$ cat src/rtl/detect_alarm_window.sv
`default_nettype none
// ---------------------------------------------------------------------------
// detect_alarm_window : sticky alarm when THRESHOLD detect rises land in a
// WINDOW-cycle window opened by the first rise.            Revision: 1.0
// ---------------------------------------------------------------------------
module detect_alarm_window #(
  parameter int THRESHOLD = 3,
  parameter int WINDOW    = 16,
  parameter int CNT_W     = 4,
  parameter int WIN_W     = 5
) (
  input  logic             clk,
  input  logic             reset,
  input  logic             detect,
  input  logic             ack,
  output logic             alarm,
  output logic             busy,
  output logic [CNT_W-1:0] event_count
);

  typedef enum logic [1:0] {
    S_IDLE   = 2'd0,
    S_WINDOW = 2'd1,
    S_ALARM  = 2'd2
  } state_t;

  localparam logic [CNT_W-1:0] THRESH    = CNT_W'(THRESHOLD);
  localparam logic [CNT_W-1:0] CNT_ONE   = CNT_W'(1);
  localparam logic [WIN_W-1:0] WIN_LAST  = WIN_W'(WINDOW - 1);
  localparam logic [WIN_W-1:0] TIMER_ONE = WIN_W'(1);

  state_t           state;
  state_t           state_nx;
  logic [CNT_W-1:0] count_nx;
  logic [CNT_W-1:0] count_inc;
  logic [WIN_W-1:0] timer;
  logic [WIN_W-1:0] timer_nx;
  logic             detect_q;
  logic             rise;

  assign rise      = detect & ~detect_q;
  assign count_inc = event_count + {{(CNT_W-1){1'b0}}, rise};

  always_ff @(posedge clk or negedge reset) begin
    if (!reset) begin
      state       <= S_IDLE;
      event_count <= '0;
      timer       <= '0;
      detect_q    <= 1'b0;
    end else begin
      state       <= state_nx;
      event_count <= count_nx;
      timer       <= timer_nx;
      detect_q    <= detect;
    end
  end

  always_comb begin
    state_nx = S_IDLE;
    count_nx = '0;
    timer_nx = '0;
    case (state)
      S_IDLE: begin
        if (rise) begin
          state_nx = S_WINDOW;
          count_nx = CNT_ONE;
          timer_nx = TIMER_ONE;
        end
      end
      S_WINDOW: begin
        // Threshold wins over expiry, so a rise on the last window edge still counts.
        if (rise && (count_inc == THRESH)) begin
          state_nx = S_ALARM;
          count_nx = count_inc;
          timer_nx = timer;
        end else if (timer == WIN_LAST) begin
          state_nx = S_IDLE;
        end else begin
          state_nx = S_WINDOW;
          count_nx = count_inc;
          timer_nx = timer + TIMER_ONE;
        end
      end
      S_ALARM: begin
        if (!ack) begin
          state_nx = S_ALARM;
          count_nx = event_count;
          timer_nx = timer;
        end
      end
      default: begin
        state_nx = S_IDLE;
      end
    endcase
  end

  assign alarm = (state == S_ALARM);
  assign busy  = (state == S_WINDOW);

endmodule
`default_nettype wire

$ cat config.mk
export PLATFORM = sky130hd
export DESIGN_NAME = detect_alarm_window
export DESIGN_NICKNAME = d
export VERILOG_FILES = /design/src/rtl/detect_alarm_window.sv
export SDC_FILE = /design/constraint.sdc
export NUM_CORES = 1
export LEC_CHECK = 0
export BUFFER_PORTS_ARGS = -buffer_cell sky130_fd_sc_hd__buf_2
export CORE_MARGIN = 2
export CORE_UTILIZATION = 53
export DETAILED_ROUTE_END_ITERATION = 7
export HOLD_SLACK_MARGIN = 0.03
export PLACE_DENSITY = 0.76
export REMOVE_ABC_BUFFERS = 1
export SYNTH_ARGS = -nofsm -noshare
export SYNTH_HDL_FRONTEND = slang
export SYNTH_SLANG_ARGS = --single-unit
$ cat constraint.sdc
create_clock -name clk -period 2.6 [get_ports clk]
set_clock_uncertainty 0.2 [all_clocks]
set_input_delay 0.52 -clock clk [delete_from_list [all_inputs] [get_ports clk]]
set_output_delay 0.52 -clock clk [all_outputs]
set_load 0.005 [all_outputs]
==> reports/qor.txt <==
vias in the first global route -> 512
clk_lat worst skew -> 0.28 ns
Cell Area, Synth -> 697 sq um
Setup CP Type -> reg -> reg
initial DRC count -> 15
Critical Path AT -> 2.29 ns
Yosys cell types -> 32
switch share -> 0.363
# rows -> 13
Synth Area per Inst -> 10.6 sq um
gpl congestion -> 0.780
most frequent cell after synthesis -> dfrtp_1
internal power -> 0.000447 W
Fill cells -> 102
drt pass-1 iters -> 4
pin count of the biggest net entering global routing -> 13
CTS tree -> built
Vias/cell -> 5.59
sequential cell area -> 300 sq um
top cell type's share of synthesized area -> 0.431
antenna fix cells -> 0
Initial Util -> 0.549
hold worst-path end -> detect_q$_DFF_PN0_
root buffer cell -> clkbuf_4
Mapped Cells -> 66
Period minus WS final -> 2.33 ns
Power Density -> 853 nW/um^2
Ports -> 10
Pins Over Slew Limit -> 0
total grt overflow -> 0
Worst Setup End Kind -> flop
status -> complete, no violations
Post-synth EDFFs -> 0
Seq/Total Area, Yosys -> 0.431
Synth area leader -> dfrtp_1
DP Wirelength -> 928 microns
Main synth FF type -> dfrtp_1
Fin Hold WS -> 0.146 ns
Final Setup Violations -> 0
FF-to-FF path depth -> 7
gr usage total -> 0.212
Reg2Reg Setup Slack -> 0.27 ns
postcts setup bufs -> 0
max_cap viols -> 0
NumNets Final -> 90
initial antenna violation count -> 0
Worst Hold Class -> in -> reg
PnR Total Power -> 0.000701 W
CP max FO -> 4
Syn-to-layout area delta -> 18.0%
Worst-path clk slew -> 0.09 ns
Setup Slack @ Placement -> 0.0352 ns
Die ar. -> 1620 sq um
Rel. slew slack -> 0.629
Final period util -> 0.896
HP Start -> detect
layout cell share with drive strength beyond 1 -> 0.341
FF-to-FF End -> timer[0]$_DFFE_PN0P_
sequential share of power -> 0.410
via count -> 542
Least-Margin Pin Slew -> 0.555 ns
startpoint class of the critical path -> flop
register bit total from synthesis -> 12
PostCTS Resize Cnt -> 0
Logic pwr share -> 0.371
unrepaired setup endpoints after global routing -> false
part of the power in the clock network -> 0.219
multi-input logic area -> 385 sq um
Detail Route Antenna Nets -> 0
Synth area leaders -> dfrtp_1 (43%), ha_1 (5.4%), o21ai_0 (4.3%), nand2_1 (3.8%), nor2_1 (3.2%)
DP Cell Count -> 92
Ys Warns -> 0
final wirelength -> 1290 microns
Hold Path Depth -> 1
core area -> 1270 sq um
CTS Sinks -> 12
FMAX -> 429 MHz
Num CTS Buffers -> 3
Fin. Hold Viols -> 0
DRC viols -> 0
final setup TNS -> 0 ns
Worst EP required -> 2.56 ns
global-route wire length before repair -> 2170 microns
leakage -> 0.402 nW
Net Switching -> 0.000254 W
DR WL/cell -> 13.3 microns
synth cell count leaders -> dfrtp_1 (12), nand2_1 (7), nor2_1 (6), o21ai_0 (6), ha_1 (3)
final worst slack -> 0.271 ns
non-filler cells, final -> 97
Worst VDD drop -> 0.459 mV
Clock Tree Buf Depth -> 2
reg2reg start -> detect_q$_DFF_PN0_
die height -> 40.3 microns
Die W -> 40.3 microns
Async S/R FF share, synth -> 1.00
H-Tree Depth -> 1
PortBufs -> 9
==> final cells by class <==
cell class	count	share of cell area
Clock buffer	4	0.0441
Inverter	3	0.0137
Multi-Input combinational cell	51	0.469
Sequential cell	12	0.365
Tap cell	15	0.0228
Timing Repair Buffer	12	0.0852
==> power groups by stage <==
stage | clock (W) | combinational (W) | sequential [W]
final | 0.000154 | 0.000260 | 0.000288
after global routing | 0.000163 | 0.000295 | 0.000299
after CTS | 0.000157 | 0.000262 | 0.000287
after detailed placement | 0 | 0.000258 | 0.000291
after global placement | 0 | 0.000254 | 0.000290
after floorplan | 0 | 0.000192 | 0.000283
==> critical path, cell delays in order, from the launching register on <==
cell	delay [ns]
dfrtp_1	0.33
and2b_2	0.24
ha_1	0.21
ha_1	0.22
xnor2_1	0.26
nand4_2	0.18
o31ai_4	0.25
mux2_4	0.32
==> through the flow <==
step / util / cell area (sq um)
global placement: 0.611 / 776
CTS: 0.648 / 822
floorplan: - / 697
finish: 0.648 / 822
global route: 0.648 / 822
detailed placement: 0.611 / 776
==> layer usage <==
metal	global-route usage	wire (microns)
met5	0	0
met4	0.100	23
met3	0.0333	46
met2	0.339	569
met1	0.281	647
==> timing repair <==
action / CTS / global route
hold endpoints to repair: 12 / 0
setup endpoints to repair: 0 / 0
hold buffers: 1 / 0
==> cells by family (layout without fill, tap and decap cells) <==
group,Yosys count,count (layout),share of synthesized area
AO/OA/AOI/OAI,17,17,0.197
XOR/XNOR,3,3,0.0485
adder cells (fa/ha/maj),3,3,0.0539
buffers and inverters,3,19,0.0162
flip-flops,12,12,0.431
multiplexers,1,1,0.0215
AND/OR/NAND/NOR,27,27,0.232
==> flip-flops by register name, summed over array words and instances, names as in the netlist <==
signal	cells
timer	5
state	2
detect_q	1
event_count	4
==> how the worst max path moves through the flow <==
stage / start / endpoint / slack, ns / depth (start not counted)
final: detect_q$_DFF_PN0_ / timer[0]$_DFFE_PN0P_ / 0.27 / 7
after global routing: detect_q$_DFF_PN0_ / timer[0]$_DFFE_PN0P_ / 0.22 / 7
after global placement: detect / timer[0]$_DFFE_PN0P_ / 0.08 / 8
after detailed placement: detect / timer[0]$_DFFE_PN0P_ / 0.04 / 8
after CTS: detect_q$_DFF_PN0_ / timer[0]$_DFFE_PN0P_ / 0.28 / 7
after floorplan: detect / timer[0]$_DFFE_PN0P_ / 0.18 / 7
==> cell usage in the layout, fill, tap and decap left out, types with 2 or more instances in the layout <==
cell	n
o21ai_0	6
buf_2	9
nor3b_1	2
o211ai_1	2
nand3_1	2
ha_1	3
inv_1	2
nand2_1	7
buf_4	2
dfrtp_1	12
and2b_2	2
clkbuf_4	3
nor2_1	6
Power figures use the tool's default switching activity.
